[config.mk]
export PLATFORM = sky130hd
export DESIGN_NAME = load_store_unit_flat
export DESIGN_NICKNAME = d
export VERILOG_FILES = /design/src/rtl/load_store_unit_if.sv /design/src/rtl/load_store_unit.sv /design/src/flat_wrapper.sv
export SDC_FILE = /design/constraint.sdc
export NUM_CORES = 1
export LEC_CHECK = 0
export ABC_AREA = 1
export BUFFER_PORTS_ARGS = -buffer_cell sky130_fd_sc_hd__buf_2
export CAP_MARGIN = 20
export CORE_ASPECT_RATIO = 0.75
export CORE_MARGIN = 2
export CORE_UTILIZATION = 54
export CTS_CLUSTER_SIZE = 40
export DETAILED_ROUTE_END_ITERATION = 10
export MAX_ROUTING_LAYER = met4
export PLACE_DENSITY = 0.79
export SYNTH_ARGS = -nofsm -noshare
export SYNTH_HDL_FRONTEND = slang
export SYNTH_SLANG_ARGS = --single-unit
[constraint.sdc]
create_clock -name CLK -period 4.8 [get_ports CLK]
set_input_delay 0 -clock CLK [delete_from_list [all_inputs] [get_ports CLK]]
set_output_delay 0 -clock CLK [all_outputs]
set_load 0.01 [all_outputs]
[src/rtl/load_store_unit_if.sv]
`default_nettype none
`timescale 1ns/1ps
// ---------------------------------------------------------------------------
// Module   : load_store_unit_if
// Purpose  : Request/response handshake and word-memory bus of the LSU.
//            slave  = the load/store unit, master = execute stage + memory.
// Revision : 1.0  initial release
// ---------------------------------------------------------------------------
interface load_store_unit_if;
  logic        Start;
  logic        MemRead;
  logic        MemWrite;
  logic [2:0]  Funct3;
  logic [31:0] Addr;
  logic [31:0] StoreData;
  logic        Busy;
  logic        Done;
  logic [31:0] LoadData;
  logic [1:0]  Fault;
  logic [31:0] MemAddress;
  logic [31:0] MemWriteData;
  logic        MemWriteEnable;
  logic [31:0] MemReadData;

  modport slave (
    input  Start, MemRead, MemWrite, Funct3, Addr, StoreData, MemReadData,
    output Busy, Done, LoadData, Fault, MemAddress, MemWriteData, MemWriteEnable
  );

  modport master (
    output Start, MemRead, MemWrite, Funct3, Addr, StoreData, MemReadData,
    input  Busy, Done, LoadData, Fault, MemAddress, MemWriteData, MemWriteEnable
  );
endinterface
`default_nettype wire

[src/rtl/load_store_unit.sv]
`default_nettype none
`timescale 1ns/1ps
// ---------------------------------------------------------------------------
// Module   : load_store_unit
// Purpose  : RV32I load/store engine in front of a word-addressed memory with
//            registered read data. Sub-word stores are read-modify-write.
//            Faulting requests complete immediately without memory access.
// Revision : 1.0  initial release
// ---------------------------------------------------------------------------
module load_store_unit #(
  parameter int MEM_WORDS = 64
) (
  input  logic               CLK,
  input  logic               RESET,
  load_store_unit_if.slave   bus
);

  localparam logic [31:0] MEM_LIMIT = 32'(MEM_WORDS);

  typedef enum logic [2:0] {
    IDLE  = 3'd0,
    READ  = 3'd1,
    LATCH = 3'd2,
    MERGE = 3'd3,
    WRITE = 3'd4,
    DONE  = 3'd5
  } state_t;

  state_t      state;
  logic        is_store;
  logic [2:0]  funct3;
  logic [1:0]  lane;
  logic [31:0] store_data;
  logic [31:0] old_word;

  logic [1:0]  req_fault;
  logic [31:0] load_ext;
  logic [31:0] merged;

  // Classify the incoming request: illegal code, then misalignment, then range
  always_comb begin
    req_fault = 2'b00;
    if (bus.MemWrite ? (bus.Funct3[2] || bus.Funct3[1:0] == 2'b11)
                     : (bus.Funct3[1:0] == 2'b11 || bus.Funct3 == 3'b110))
      req_fault = 2'b11;
    else if ((bus.Funct3[1:0] == 2'b01 && bus.Addr[0]) ||
             (bus.Funct3[1:0] == 2'b10 && bus.Addr[1:0] != 2'b00))
      req_fault = 2'b01;
    else if ({2'b00, bus.Addr[31:2]} >= MEM_LIMIT)
      req_fault = 2'b10;
  end

  // Pick the addressed lane out of the returned word and extend it
  always_comb begin
    logic [7:0]  sel_byte;
    logic [15:0] sel_half;
    case (lane)
      2'd0:    sel_byte = bus.MemReadData[7:0];
      2'd1:    sel_byte = bus.MemReadData[15:8];
      2'd2:    sel_byte = bus.MemReadData[23:16];
      default: sel_byte = bus.MemReadData[31:24];
    endcase
    sel_half = lane[1] ? bus.MemReadData[31:16] : bus.MemReadData[15:0];
    case (funct3)
      3'b000:  load_ext = {{24{sel_byte[7]}}, sel_byte};
      3'b100:  load_ext = {24'd0, sel_byte};
      3'b001:  load_ext = {{16{sel_half[15]}}, sel_half};
      3'b101:  load_ext = {16'd0, sel_half};
      default: load_ext = bus.MemReadData;
    endcase
  end

  // Replace only the target byte or half of the previously read word
  always_comb begin
    merged = old_word;
    if (funct3[1:0] == 2'b00) begin
      case (lane)
        2'd0:    merged[7:0]   = store_data[7:0];
        2'd1:    merged[15:8]  = store_data[7:0];
        2'd2:    merged[23:16] = store_data[7:0];
        default: merged[31:24] = store_data[7:0];
      endcase
    end else if (lane[1]) begin
      merged[31:16] = store_data[15:0];
    end else begin
      merged[15:0] = store_data[15:0];
    end
  end

  // Sequencer; every output is a register so the memory sees glitch-free strobes
  always_ff @(posedge CLK or posedge RESET) begin
    if (RESET) begin
      state              <= IDLE;
      is_store           <= 1'b0;
      funct3             <= 3'd0;
      lane               <= 2'd0;
      store_data         <= 32'd0;
      old_word           <= 32'd0;
      bus.Busy           <= 1'b0;
      bus.Done           <= 1'b0;
      bus.LoadData       <= 32'd0;
      bus.Fault          <= 2'b00;
      bus.MemAddress     <= 32'd0;
      bus.MemWriteData   <= 32'd0;
      bus.MemWriteEnable <= 1'b0;
    end else begin
      bus.Done           <= 1'b0;
      bus.MemWriteEnable <= 1'b0;
      case (state)
        IDLE: begin
          if (bus.Start && (bus.MemRead || bus.MemWrite)) begin
            is_store       <= bus.MemWrite;
            funct3         <= bus.Funct3;
            lane           <= bus.Addr[1:0];
            store_data     <= bus.StoreData;
            bus.MemAddress <= {2'b00, bus.Addr[31:2]};
            bus.Fault      <= req_fault;
            bus.Busy       <= 1'b1;
            if (req_fault != 2'b00) begin
              state    <= DONE;
              bus.Done <= 1'b1;
            end else if (bus.MemWrite && bus.Funct3 == 3'b010) begin
              // Full-word store needs no read of the old contents
              state              <= WRITE;
              bus.MemWriteData   <= bus.StoreData;
              bus.MemWriteEnable <= 1'b1;
            end else begin
              state <= READ;
            end
          end
        end
        READ: state <= LATCH;
        LATCH: begin
          if (is_store) begin
            old_word <= bus.MemReadData;
            state    <= MERGE;
          end else begin
            bus.LoadData <= load_ext;
            bus.Done     <= 1'b1;
            state        <= DONE;
          end
        end
        MERGE: begin
          bus.MemWriteData   <= merged;
          bus.MemWriteEnable <= 1'b1;
          state              <= WRITE;
        end
        WRITE: begin
          bus.Done <= 1'b1;
          state    <= DONE;
        end
        default: begin
          bus.Busy <= 1'b0;
          state    <= IDLE;
        end
      endcase
    end
  end

endmodule
`default_nettype wire

[src/flat_wrapper.sv]
// flat-port wrapper written by rule: the top's interface ports become plain ports
module load_store_unit_flat 
#(
  parameter int MEM_WORDS = 64
)
  (CLK, RESET, bus_Start, bus_MemRead, bus_MemWrite, bus_Funct3, bus_Addr, bus_StoreData, bus_MemReadData, bus_Busy, bus_Done, bus_LoadData, bus_Fault, bus_MemAddress, bus_MemWriteData, bus_MemWriteEnable);
  load_store_unit_if bus_i ();
  input  logic CLK;
  input  logic RESET;
  input wire logic [$bits(bus_i.Start)-1:0] bus_Start;
  input wire logic [$bits(bus_i.MemRead)-1:0] bus_MemRead;
  input wire logic [$bits(bus_i.MemWrite)-1:0] bus_MemWrite;
  input wire logic [$bits(bus_i.Funct3)-1:0] bus_Funct3;
  input wire logic [$bits(bus_i.Addr)-1:0] bus_Addr;
  input wire logic [$bits(bus_i.StoreData)-1:0] bus_StoreData;
  input wire logic [$bits(bus_i.MemReadData)-1:0] bus_MemReadData;
  output wire logic [$bits(bus_i.Busy)-1:0] bus_Busy;
  output wire logic [$bits(bus_i.Done)-1:0] bus_Done;
  output wire logic [$bits(bus_i.LoadData)-1:0] bus_LoadData;
  output wire logic [$bits(bus_i.Fault)-1:0] bus_Fault;
  output wire logic [$bits(bus_i.MemAddress)-1:0] bus_MemAddress;
  output wire logic [$bits(bus_i.MemWriteData)-1:0] bus_MemWriteData;
  output wire logic [$bits(bus_i.MemWriteEnable)-1:0] bus_MemWriteEnable;
  assign bus_i.Start = bus_Start;
  assign bus_i.MemRead = bus_MemRead;
  assign bus_i.MemWrite = bus_MemWrite;
  assign bus_i.Funct3 = bus_Funct3;
  assign bus_i.Addr = bus_Addr;
  assign bus_i.StoreData = bus_StoreData;
  assign bus_i.MemReadData = bus_MemReadData;
  assign bus_Busy = bus_i.Busy;
  assign bus_Done = bus_i.Done;
  assign bus_LoadData = bus_i.LoadData;
  assign bus_Fault = bus_i.Fault;
  assign bus_MemAddress = bus_i.MemAddress;
  assign bus_MemWriteData = bus_i.MemWriteData;
  assign bus_MemWriteEnable = bus_i.MemWriteEnable;
  load_store_unit #(.MEM_WORDS(MEM_WORDS)) u_core (.CLK(CLK), .RESET(RESET), .bus(bus_i));
endmodule
# --- Yosys cells after proc, flatten, opt, wreduce, memory -nomap -nowiden ---
# Cells that the tools add are included.
op_classes:
  magnitude_cmp: 1
  eq_ne: 17
  n_mux: 33
  bitwise: 2
  reduce_logical: 22
ops:
  columns: ["operator", "count"]
  rows:
  - ["$mux W32", 4]
  - ["$pmux W32 S4", 1]
  - ["$pmux W32 S2", 1]
  - ["$mux W16", 3]
  - ["$mux W8", 4]
  - ["$ge A30 B7 Y1 const B", 1]
  - ["$pmux W8 S3", 1]
  - ["$pmux W3 S5", 1]
  - ["$eq A3 B3 Y1 const B", 4]
  - ["$mux W3", 4]
  - ["$eq A3 B2 Y1 const B", 3]
  - ["$mux W1", 8]
  - ["$reduce_and A2 Y1", 4]
  - ["$eq A2 B2 Y1 const B", 3]
  - ["$eq A3 B1 Y1 const B", 2]
  - ["$logic_not A3 Y1", 2]
  - ["$mux W2", 3]
  - ["$reduce_bool A2 Y1", 3]
  - ["$eq A2 B1 Y1 const B", 2]
  - ["$logic_and A1 B1 Y1", 4]
  - ["$logic_not A2 Y1", 2]
  - ["$logic_or A1 B1 Y1", 4]
  - ["$ne A2 B1 Y1 const B", 2]
  - ["$pmux W1 S2", 2]
  - ["6 further kinds", 7]
totals:
  regBits: 156
  elab_cells: 88

# --- Logic depth before layout (Yosys ltp) ---
# Gate-level depths: netlist of the first run.
depth:
  depth_word: 9
  mapped_depth: 10

# --- Worst setup path after synthesis of the first run ---
# Ideal clock, no wire load.
synth_timing:
  kind: "register to register"
  from: "reg u_core.state[1]"
  to: "reg u_core.bus.MemWriteData[24]"
  setup_time_ns: 0.117
  t_arrival_ns: 1.407
  setup_slack_ns: 3.276
  stages_incl_launch_ff: 8
  n_path_buf: 1
  synth_period_minus_slack_ns: 1.524
  path_cell_list: "dfrtp_1 nor2_1 nand2_1 nor2_2 nand4_2 clkbuf_1 nand3_1 nand2_1"
synth_via:
  elab_chain_cells: 3
  elab_cells_between_ends: 8
synth_rtl:
  columns: ["element", "line_no", "text"]
  rows:
  - ["start: declaration", "load_store_unit.sv:29", "state_t state;"]
  - ["start signal: assignment", "load_store_unit.sv:93", "state <= IDLE;"]
  - ["start signal: assignment", "load_store_unit.sv:120", "state <= DONE;"]
  - ["start signal: assignment", "load_store_unit.sv:124", "state <= WRITE;"]
  - ["$logic_not A3 Y1 or $eq A3 B2 Y1 (tied branches)", "load_store_unit.sv:109", "case (state)"]
  - ["$ne A2 B2 Y1 (no line) (tied with other cells)", null, null]
  - ["$reduce_and A4 Y1 (no line)", null, null]
  - ["end signal: assignment", "load_store_unit.sv:125", "bus.MemWriteData <= bus.StoreData;"]
  - ["end signal: assignment", "load_store_unit.sv:144", "bus.MemWriteData <= merged;"]
  - ["end: declaration", "load_store_unit_if.sv:27", "output Busy, Done, LoadData, Fault, MemAddress, MemWriteData, MemWriteEnable"]
# Several ways; a longest one is shown, not always the timed one.
# A chain may end at the register's enable or synchronous reset.

# --- Worst setup path after layout of the first run ---
layout_timing:
  from: "reg u_core.state[1]"
  to: "reg u_core.bus.Done"
layout_via:
  elab_chain_cells: 2
  elab_cells_between_ends: 4
layout_rtl:
  columns: ["element", "line_no", "text"]
  rows:
  - ["$eq A3 B3 Y1 (tied with other cells)", "load_store_unit.sv:109", null]
  - ["$pmux W1 S3 (*)", "load_store_unit.sv:109", null]
  - ["end signal: assignment", "load_store_unit.sv:100", "bus.Done <= 1'b0;"]
  - ["end signal: assignment", "load_store_unit.sv:107", "bus.Done <= 1'b0;"]
  - ["end signal: assignment", "load_store_unit.sv:121", "bus.Done <= 1'b1;"]
  - ["end: declaration", "load_store_unit_if.sv:27", null]
# Mark *: on every way between the ends. The rest lies on a longest branch, timed or not.

==> summary.md, run 1 <==
| Metric | Value |
|---|---|
| Vias per std cell | 5.59 |
| I/O Buffers | 202 |
| Number of global-route vias before repair | 8227 |
| Main synth FF type | dfrtp_1 |
| P_int | 4.00 mW |
| Layout Skew | 0.00702 ns |
| Worst path top cell family by delay | buffers and inverters |
| Core ar. | 14500 um2 |
| Num CTS Buffers | 17 |
| Worst-path clk slew | 0.06 ns |
| Switching Fraction | 0.435 |
| Worst-Margin Slew | 1.05 ns |
| Clock buffer depth | 2 |
| Initial DRC count | 1171 |
| Final wirelength | 26300 um |
| Via count | 8671 |
| Pwr Density | 661 nW/um2 |
| Hold Fails Final Rpt | 0 |
| Post-cts resize count | 0 |
| H-tree levels | 4 |
| Slowest library cell on the worst path | buf_4 |
| # DRC | 0 |
| Crit-path cells | nor2_1, nand2_1, nor2_4, buf_4, inv_2, a21oi_1, or2_2 |
| Most common cell after layout, fill and taps aside | nand2_1 |
| Fin crit share | 0.523 |
| Syn Inst Count | 1073 |
| Crit. End Element | flip-flop |
| Data required, critical path | 5.17 ns |
| Post-synth ARST share | 1.00 |
| Power share of the clock group | 0.202 |
| Status | finished clean |
| Drt first pass iters | 6 |
| Yosys cell types | 36 |
| Post-synthesis instance area | 8030 um2 |
| Placer Congestion | 0.961 |
| Count of pins over their slew limit | 0 |
| Max IR drop VDD | 0.331 mV |
| Initial Util | 0.554 |
| Commonest cells after routing, fill and taps aside | 331 x nand2_1, 202 x buf_2, 155 x dfrtp_1 |
| Tmin final | 2.51 ns |
| Area of the multi-input gates | 3500 um2 |
| Buf/Inv on CP | 2 |
| Post-DRT Antenna Nets | 0 |
| Core Util, Final | 0.740 |
| Number of synthesized register bits | 156 |
| Hpwl dp | 16300 um |
| Switching pwr | 3.08 mW |
| Share of the synthesized area in the top cell type | 0.486 |
| Filler cell count | 1100 |
| FF+latch area | 3910 um2 |
| Clock insertion delay at the later pin of the skew report | 0.43 ns |
| Critical path class | flip-flop to flip-flop |
| Largest net degree at the start of global routing | 116 |
| Nets | 1440 |
| Layout cells sized above 1 | 0.198 |
| CTS tree | done |
| GRT Overall Usage | 0.347 |
| Logic pwr share | 0.448 |
| DR WL met2 | 12300 um |
| Design Area, Final | 10700 um2 |
| CTS Root Cell | clkbuf_16 |
| Setup TNS | 0 ns |
| Metal3 WL | 2530 um |
| Yosys warns | 0 |
| Slowest stage delay, CP | 0.60 ns |
| Avg WL per Cell | 17.0 um |
| Clk sinks | 156 |
| DP Area | 9050 um2 |
| Startpoint Class | flip-flop |
| Crit Path Max Fanout | 75 |
| Die extent in x | 145 um |
| Static leakage | 5.45 nW |
| Flop pwr share | 0.350 |
| Met1 Wirelength | 10500 um |
| Max transition margin | 0.299 |
| Top Layer Used | met4 |
| Post-synth top area cell | dfrtp_1 |
| Largest cells by area after synthesis | dfrtp_1 49%, nand2_1 15%, o21ai_0 8.2% |
| Layout Area Growth over Synthesis | 33.6% |
| Ports | 205 |
| RSZ-0062 raised after global routing | no |
| GR Overflow Total | 0 |
| FMAX | 0.398 GHz |
| Total power | 7.09 mW |
| Final Setup Violations | 0 |
| Die H | 110 um |
| Sequential fraction of the synthesis area | 0.486 |
| Synthesized area per cell | 7.48 um2 |
| WP data arrival | 2.88 ns |
| Die ar. | 15900 um2 |
| Max cap viols | 0 |
| Hold Crit Class | input port to flip-flop |
| Number of synthesized flops with an enable pin | 0 |
| Row cnt | 38 |
| Initial antenna violation count | 0 |
| First-pass GRT wire length | 40800 um |
==> synthesized netlist by cell type (2+ instances only) <==
| cell type | instances |
|---|---|
| inv_1 | 74 |
| clkinv_1 | 2 |
| clkbuf_1 | 20 |
| nor2_2 | 3 |
| a211oi_1 | 2 |
| buf_1 | 5 |
| buf_2 | 36 |
| dfrtp_1 | 156 |
| o21ai_0 | 132 |
| buf_4 | 7 |
| nand2_2 | 2 |
| a21oi_1 | 45 |
| a22o_1 | 5 |
| nand2_1 | 331 |
| nand4_1 | 2 |
| nand3_1 | 71 |
| o22ai_1 | 16 |
| a31oi_1 | 8 |
| o211ai_1 | 24 |
| inv_2 | 8 |
| o21ai_1 | 18 |
| nor3_1 | 10 |
| nor2_1 | 83 |
==> layer usage <==
metal / global-route usage / vias up
met3: 0.0753 / 98
li1: - / 4034
met5: - / -
met1: 0.448 / 4023
met4: 0.143 / 0
met2: 0.539 / 516
==> worst paths after layout <==
check	from	slack, ns	end	cells past startpoint
max	u_core.state[1]	2.29	u_core.bus.Done	7
min	bus_StoreData[28]	0.01	u_core.bus.MemWriteData[28]	5
max reg2reg	u_core.state[1]	2.29	u_core.bus.Done	7
min reg2reg	u_core.bus.MemAddress[20]	0.47	u_core.bus.MemAddress[20]	2
max in group asynchronous	RESET	3.82	u_core.bus.LoadData[16]	4
min in group asynchronous	RESET	0.11	u_core.bus.MemWriteData[30]	3
==> registers in the layout, indices dropped and copies added (netlist names) <==
signal                     flops
u_core.bus.Done                1
u_core.bus.MemWriteData       32
u_core.bus.MemAddress         30
u_core.is_store                1
u_core.bus.Busy                1
u_core.store_data             16
u_core.state                   3
u_core.lane                    2
u_core.bus.MemWriteEnable      1
u_core.bus.LoadData           32
u_core.funct3                  3
u_core.old_word               32
u_core.bus.Fault               2
==> per-stage QoR <==
stage,instances,worst slack (ns),hold WS (ns)
detailed placement,1416,2.07,0.204
CTS,1547,1.99,0.00475
floorplan,1074,0.593,0.117
global placement,1415,2.16,0.200
finish,1550,2.29,0.0142
global route,1549,2.06,0.0579
==> worst min-delay path, stage by stage <==
cell and delay (ns):
buf_2 0.11, nor2_1 0.10, a31oi_1 0.05, nand3_1 0.09, nand2_1 0.06
==> power by group through the flow <==
stage               sequential [mW]  clock [mW]  combinational, mW
floorplan                      2.51           0               1.95
finish                         2.48        1.43               3.18
global placement               2.46           0               2.91
detailed placement             2.45           0               2.99
CTS                            2.45        1.43               3.08
global route                   2.54        1.49               3.56
==> layout make-up <==
class                      instances  share of cell area
antenna                            1            0.000233
clock buffer                      20              0.0435
clock inverter                    12              0.0148
inverter                          84              0.0299
multi-input combinational        766               0.326
sequential                       156               0.364
tap                              200              0.0233
timing repair buffer             311               0.198
==> cells by family (layout without fill, tap and decap cells) <==
kind of cell / Yosys count / after routing / share of synthesized area
flops: 156 / 156 / 0.486
other cells: 1 / 3 / 0.000467
simple gates: 508 / 508 / 0.257
compound gates: 255 / 255 / 0.175
mux: 1 / 1 / 0.00140
buf+inv: 152 / 427 / 0.0799
==> repair_timing <==
item                                   in CTS  in global routing
endpoints found under the hold margin     241                  0
hold buffers                               99                  0
setup endpoints to repair                   0                  0
buffers inserted                            0                  0
Note: power is estimated with default switching activity, not from simulation.
==> inputs of run 2 (changes only) <==
clock period = 2.4 ns   (was 4.8 ns; I/O delays follow)
==> run 2 against run 1 <==
Global-route usage up 1.6 points. Final area grew 0.97%. Via count increased by 1.9%. Clock power is 110% higher. Fmax up 21%. Utilization grew 0.72 points. Die area unchanged. Non-clock buffer count up 10.
==> summary.md, run 2 (same netlist as run 1, synthesis figures left out) <==
| Metric | Value |
|---|---|
| Crit-path cells | nor2_1, nand2_1, nor2_4, buf_4, nand4_2, buf_4, nand3_1, nand2_1 (was nor2_1, nand2_1, nor2_4, buf_4, inv_2, a21oi_1, or2_2) |
| Slowest library cell on the worst path | dfrtp_1 (was buf_4) |
| Clock buffer depth | 2 (unchanged) |
| Pwr Density | 1340 nW/um2 (was 661 nW/um2) |
| Filler cell count | 1073 (was 1100) |
| Crit Path Max Fanout | 33 (was 75) |
| Count of pins over their slew limit | 0 (unchanged) |
| Tmin final | 2.07 ns (was 2.51 ns) |
| Max cap viols | 0 (unchanged) |
| Static leakage | 5.50 nW (was 5.45 nW) |
| Max IR drop VDD | 0.750 mV (was 0.331 mV) |
| Clock insertion delay at the later pin of the skew report | 0.42 ns (was 0.43 ns) |
| Initial antenna violation count | 0 (unchanged) |
| Hold Crit Endpoint | u_core.old_word[25] (was u_core.bus.MemWriteData[28]) |
| Number of global-route vias before repair | 8313 (was 8227) |
| Core Util, Final | 0.747 (was 0.740) |
| Core ar. | 14500 um2 (unchanged) |
| Hold path startpoint | bus_MemReadData[25] (was bus_StoreData[28]) |
| Total power | 14.5 mW (was 7.09 mW) |
| ANT cells | 0 (was 1) |
| Data required, critical path | 2.70 ns (was 5.17 ns) |
| Slowest stage delay, CP | 0.45 ns (was 0.60 ns) |
| Critical path class | flip-flop to flip-flop (unchanged) |
| Max transition margin | 0.586 (was 0.299) |
| DP Area | 9190 um2 (was 9050 um2) |
| Hold Path Depth | 3 (was 5) |
| Biggest regs | u_core.bus.LoadData (32), u_core.bus.MemWriteData (32), u_core.old_word (32) (unchanged) |
| Hold Crit Class | input port to flip-flop (unchanged) |
| Ports | 205 (unchanged) |
| Num CTS Buffers | 17 (unchanged) |
| Worst Reg-to-Reg Cells | 8 (was 7) |
| Row cnt | 38 (unchanged) |
| Die H | 110 um (unchanged) |
| Final wirelength | 27200 um (was 26300 um) |
| Crit. End Element | flip-flop (unchanged) |
| I/O Buffers | 202 (unchanged) |
| Post-DRT Antenna Nets | 0 (unchanged) |
| Avg WL per Cell | 17.4 um (was 17.0 um) |
| Layout cells sized above 1 | 0.202 (was 0.198) |
| CTS Root Cell | clkbuf_16 (unchanged) |
| Via count | 8838 (was 8671) |
| WP data arrival | 2.38 ns (was 2.88 ns) |
| Initial DRC count | 1049 (was 1171) |
| Initial Util | 0.554 (unchanged) |
| Worst R2R End | u_core.bus.MemWriteData[8] (was u_core.bus.Done) |
| Drt first pass iters | 6 (unchanged) |
| GRT Overall Usage | 0.363 (was 0.347) |
| Layout Area Growth over Synthesis | 34.9% (was 33.6%) |
| Worst-Margin Slew | 0.621 ns (was 1.05 ns) |
| Startpoint Class | flip-flop (unchanged) |
| Vias per std cell | 5.67 (was 5.59) |
| Design Area, Final | 10800 um2 (was 10700 um2) |
| # DRC | 0 (unchanged) |
| Hpwl dp | 17200 um (was 16300 um) |
| Largest net degree at the start of global routing | 77 (was 116) |
| Commonest cells after routing, fill and taps aside | 331 x nand2_1, 202 x buf_2, 155 x dfrtp_1 (unchanged) |
| Post-cts resize count | 0 (unchanged) |
| R2R Path Start | u_core.state[1] (unchanged) |
| Fin crit share | 0.865 (was 0.523) |
| Layout Skew | 0.0131 ns (was 0.00702 ns) |
| GR Overflow Total | 0 (unchanged) |
| Die ar. | 15900 um2 (unchanged) |
| Hold Buf Count CTS | 99 (unchanged) |
| Die extent in x | 145 um (unchanged) |
| Placed Cells | 1428 (was 1416) |
| Setup TNS | 0 ns (unchanged) |
| Status | finished clean (unchanged) |
| Post-CTS setup buffers | 0 (unchanged) |
| Nets | 1450 (was 1440) |
| RSZ-0062 raised after global routing | no (unchanged) |
| First-pass GRT wire length | 42900 um (was 40800 um) |
| Final Setup Violations | 0 (unchanged) |
| H-tree levels | 4 (unchanged) |
| CTS tree | done (unchanged) |
| FMAX | 0.482 GHz (was 0.398 GHz) |
| Clk sinks | 156 (unchanged) |
| Placer Congestion | 0.944 (was 0.961) |
| Worst-path clk slew | 0.07 ns (was 0.06 ns) |
| Most common cell after layout, fill and taps aside | nand2_1 (unchanged) |
| Hold Fails Final Rpt | 0 (unchanged) |
| Finished Layout Cells | 1559 (was 1550) |
| FF-to-FF setup slack | 0.33 ns (was 2.29 ns) |
-- run 2: cell types whose count changed in the layout (fill, tap and decap cells not counted) --
cell / before / now
buf_4: 7 / 16
buf_12: 0 / 4
buf_16: 2 / 0
bufinv_16: 3 / 5
clkbuf_1: 0 / 2
clkbuf_8: 3 / 1
clkinv_2: 2 / 0
buf_8: 1 / 0
clkinv_4: 2 / 1
clkinvlp_4: 2 / 3
diode_2: 1 / 0
-- run 2: per-layer routing --
layer | share of wire | global-route usage | vias up
met1 | 0.40 | 0.482 | 4102
met3 | 0.094 | 0.0653 | 104
li1 | - | - | 4054
met5 | 0 | - | -
met4 | 0.043 | 0.163 | 0
met2 | 0.46 | 0.551 | 578
-- run 2: layout make-up --
type | instances | area (um2) | area share
clock inverters | 12 | 209 | 0.0193
inverters | 84 | 319 | 0.0295
repair buffers | 321 | 2200 | 0.203
well taps | 200 | 250 | 0.0231
clock buffers | 20 | 447 | 0.0412
flip-flops and latches | 156 | 3910 | 0.361
multi-input cells | 766 | 3500 | 0.323
-- run 2: worst max-delay path: cells and delay by family, from the launching register on --
family | cells | cell delay, ns
and+or+nand+nor | 6 | 0.91
buffers and inverters | 2 | 0.56
DFF | 1 | 0.45
-- run 2: through the flow --
| stage | setup slack, ns | hold WS (ns) |
|---|---|---|
| global route | 0.177 | 0.0674 |
| floorplan | 0.427 | 0.117 |
| global placement | 0.403 | -0.0730 |
| CTS | 0.365 | 0.0228 |
| detailed placement | 0.383 | -0.0731 |
| finish | 0.325 | 0.0447 |
-- run 2: worst max-delay path by stage --
stage	depth (start not counted)	slack (ns)	end	from
after floorplan	1	0.43	u_core.bus.Busy	RESET
after global placement	8	0.40	u_core.bus.MemWriteData[7]	u_core.state[1]
after detailed placement	8	0.38	u_core.bus.MemWriteData[8]	u_core.state[1]
after CTS	8	0.37	u_core.bus.MemWriteData[8]	u_core.state[1]
after global routing	8	0.18	u_core.bus.MemWriteData[29]	u_core.state[1]
final	8	0.33	u_core.bus.MemWriteData[8]	u_core.state[1]
-- run 2: where the power goes --
part           internal (mW)  switching, mW
Combinational           2.39           4.03
Sequential              3.93           1.13
Clock                   1.89           1.15
==> inputs of run 3 (changes only) <==
CELL_PAD_IN_SITES_DETAIL_PLACEMENT = 1   (was not set)
CELL_PAD_IN_SITES_GLOBAL_PLACEMENT = 1   (was not set)
CORE_UTILIZATION = 38   (was 54)
PLACE_DENSITY = 0.78   (was 0.79)
==> run 3 against run 2 <==
Final area up 0.85%. Clock skew down 0.0033 ns. First-iteration DRC count down 47%. Via count down 3.5%. Sequential share of layout area down 0.31 points. Cell count up 5.8%. Utilization down 23 points. Count of clock-buffer cells in the layout down 3. Critical path type unchanged. Critical endpoint is now u_core.bus.MemWriteData[18]. Largest power group unchanged. Highest routed layer unchanged.
==> summary.md, run 3 (same netlist as run 1, synthesis figures left out) <==
| Metric | Value |
|---|---|
| Max transition margin | 0.397 (was 0.586) |
| Crit. End Element | flip-flop (unchanged) |
| Number of global-route vias before repair | 8922 (was 8313) |
| Slowest library cell on the worst path | dfrtp_1 (unchanged) |
| First-pass GRT wire length | 48200 um (was 42900 um) |
| Worst Reg-to-Reg Cells | 7 (was 8) |
| Hold Crit Endpoint | u_core.bus.MemWriteData[30] (was u_core.old_word[25]) |
| Cell mode on critical path | nand2_1 |
| Die ar. | 22300 um2 (was 15900 um2) |
| Layout Skew | 0.00981 ns (was 0.0131 ns) |
| Hold path startpoint | bus_StoreData[30] (was bus_MemReadData[25]) |
| Post-cts resize count | 0 (unchanged) |
| H-tree levels | 4 (unchanged) |
| Final wirelength | 30400 um (was 27200 um) |
| Setup TNS | 0 ns (unchanged) |
| Row cnt | 46 (was 38) |
| Worst-Margin Slew | 0.903 ns (was 0.621 ns) |
| Core Util, Final | 0.521 (was 0.747) |
| Hpwl dp | 20600 um (was 17200 um) |
| Layout Area Growth over Synthesis | 36.0% (was 34.9%) |
| CTS Root Cell | clkbuf_16 (unchanged) |
| Ports | 205 (unchanged) |
| Biggest regs | u_core.bus.LoadData (32), u_core.bus.MemWriteData (32), u_core.old_word (32) (unchanged) |
| Initial DRC count | 554 (was 1049) |
| Vias per std cell | 5.17 (was 5.67) |
| Max cap viols | 0 (unchanged) |
| Post-CTS setup buffers | 0 (unchanged) |
| Hold Path Depth | 5 (was 3) |
| Crit Path Max Fanout | 16 (was 33) |
| Hold Fails Final Rpt | 0 (unchanged) |
| Layout cells sized above 1 | 0.205 (was 0.202) |
| Nets | 1451 (was 1450) |
| Data required, critical path | 2.72 ns (was 2.70 ns) |
| Hold Buf Count CTS | 98 (was 99) |
| Buf/Inv on CP | 1 (was 2) |
| Die H | 130 um (was 110 um) |
| Slowest stage delay, CP | 0.67 ns (was 0.45 ns) |
| Startpoint Class | flip-flop (unchanged) |
| Via count | 8525 (was 8838) |
| Critical path class | flip-flop to flip-flop (unchanged) |
| Avg WL per Cell | 18.4 um (was 17.4 um) |
| Clk sinks | 156 (unchanged) |
| Clock insertion delay at the later pin of the skew report | 0.43 ns (was 0.42 ns) |
| Static leakage | 5.49 nW (was 5.50 nW) |
| Num CTS Buffers | 17 (unchanged) |
| CTS tree | done (unchanged) |
| Worst-path clk slew | 0.07 ns (about the same) |
| Core ar. | 21000 um2 (was 14500 um2) |
| Placer Congestion | 0.889 (was 0.944) |
| Pwr Density | 1330 nW/um2 (was 1340 nW/um2) |
| GR Overflow Total | 0 (unchanged) |
| FMAX | 0.481 GHz (was 0.482 GHz) |
| WP data arrival | 2.40 ns (was 2.38 ns) |
| GRT Overall Usage | 0.289 (was 0.363) |
| Worst path top cell family by delay | simple AND/OR/NAND/NOR gates (unchanged) |
| Status | finished clean (unchanged) |
| Drt first pass iters | 5 (was 6) |
| Hold Crit Class | input port to flip-flop (unchanged) |
| Fin crit share | 0.867 (was 0.865) |
| Largest net degree at the start of global routing | 124 (was 77) |
| Crit-path cells | inv_2, nand2_1, o21ai_0, a21oi_1, nor2_1, nand3_1, nand2_1 (was nor2_1, nand2_1, nor2_4, buf_4, nand4_2, buf_4, nand3_1, nand2_1) |
| Most common cell after layout, fill and taps aside | nand2_1 (unchanged) |
| Post-DRT Antenna Nets | 0 (unchanged) |
| Die extent in x | 172 um (was 145 um) |
| R2R Path Start | u_core.lane[0] (was u_core.state[1]) |
| Hold_ws | 0.0567 ns (was 0.0447 ns) |
| FF-to-FF setup slack | 0.32 ns (was 0.33 ns) |
| Worst R2R End | u_core.bus.MemWriteData[18] (was u_core.bus.MemWriteData[8]) |
| # DRC | 0 (unchanged) |
| Design Area, Final | 10900 um2 (was 10800 um2) |
| I/O Buffers | 202 (unchanged) |
| Clock buffer depth | 2 (unchanged) |
| Initial antenna violation count | 2 (was 0) |
| Commonest cells after routing, fill and taps aside | 331 x nand2_1, 202 x buf_2, 155 x dfrtp_1 (unchanged) |
| Max IR drop VDD | 0.733 mV (was 0.750 mV) |
| Tmin final | 2.08 ns (was 2.07 ns) |
| RSZ-0062 raised after global routing | no (unchanged) |
| Final Setup Violations | 0 (unchanged) |
| Initial Util | 0.383 (was 0.554) |
| Count of pins over their slew limit | 0 (unchanged) |
| DP Area | 9310 um2 (was 9190 um2) |
## run 3: changes by cell type in the layout (fill, tap and decap cells not counted), sizes merged
cell,previous run,this run
clkbuf,20,17
bufinv,5,3
inv,85,88
dlygate4sd3,99,98
clkinvlp,3,5
diode,0,2
buf,222,224
## run 3: routing by layer
layer,part of all wire,global-route usage
met1,0.44,0.381
met4,0.011,0.0554
met2,0.49,0.470
met5,0,-
met3,0.053,0.0543
## run 3: worst max-delay path by stage
stage	from	end	slack [ns]	depth (start not counted)
global placement	u_core.state[0]	u_core.bus.Done	0.47	6
detailed placement	u_core.state[0]	u_core.bus.Done	0.32	6
CTS	u_core.state[0]	u_core.bus.Done	0.34	6
global route	u_core.state[0]	u_core.bus.Done	0.15	6
finish	u_core.lane[0]	u_core.bus.MemWriteData[18]	0.32	7
floorplan	RESET	u_core.bus.Busy	0.43	1
## run 3: worst reg2reg max path, stage by stage (launching register included)
cell,delay (ns)
dfrtp_1,0.67
inv_2,0.13
nand2_1,0.45
o21ai_0,0.15
a21oi_1,0.34
nor2_1,0.08
nand3_1,0.10
nand2_1,0.05
## run 3: metrics by stage
stage | cells | setup WS (ns) | total power, mW
floorplan | 1074 | 0.427 | 8.93
global route | 1650 | 0.145 | 15.7
global placement | 1518 | 0.470 | 11.2
finish | 1650 | 0.320 | 14.5
CTS | 1648 | 0.341 | 14.5
detailed placement | 1518 | 0.317 | 11.4
## run 3: final cells by class
class / instances / area (um2)
inverter: 84 / 319
antenna: 2 / 5.00
clock buffer: 17 / 425
fill: 2655 / 10000
sequential: 156 / 3910
clock inverter: 15 / 203
tap: 288 / 360
timing repair buffer: 322 / 2210
multi-input combinational: 766 / 3500
## run 3: power by group
part | internal, mW | switching, mW | total [mW]
Sequential | 3.93 | 1.03 | 4.96
Clock | 1.68 | 1.25 | 2.93
Combinational | 2.42 | 4.23 | 6.65
Total | 8.03 | 6.51 | 14.5
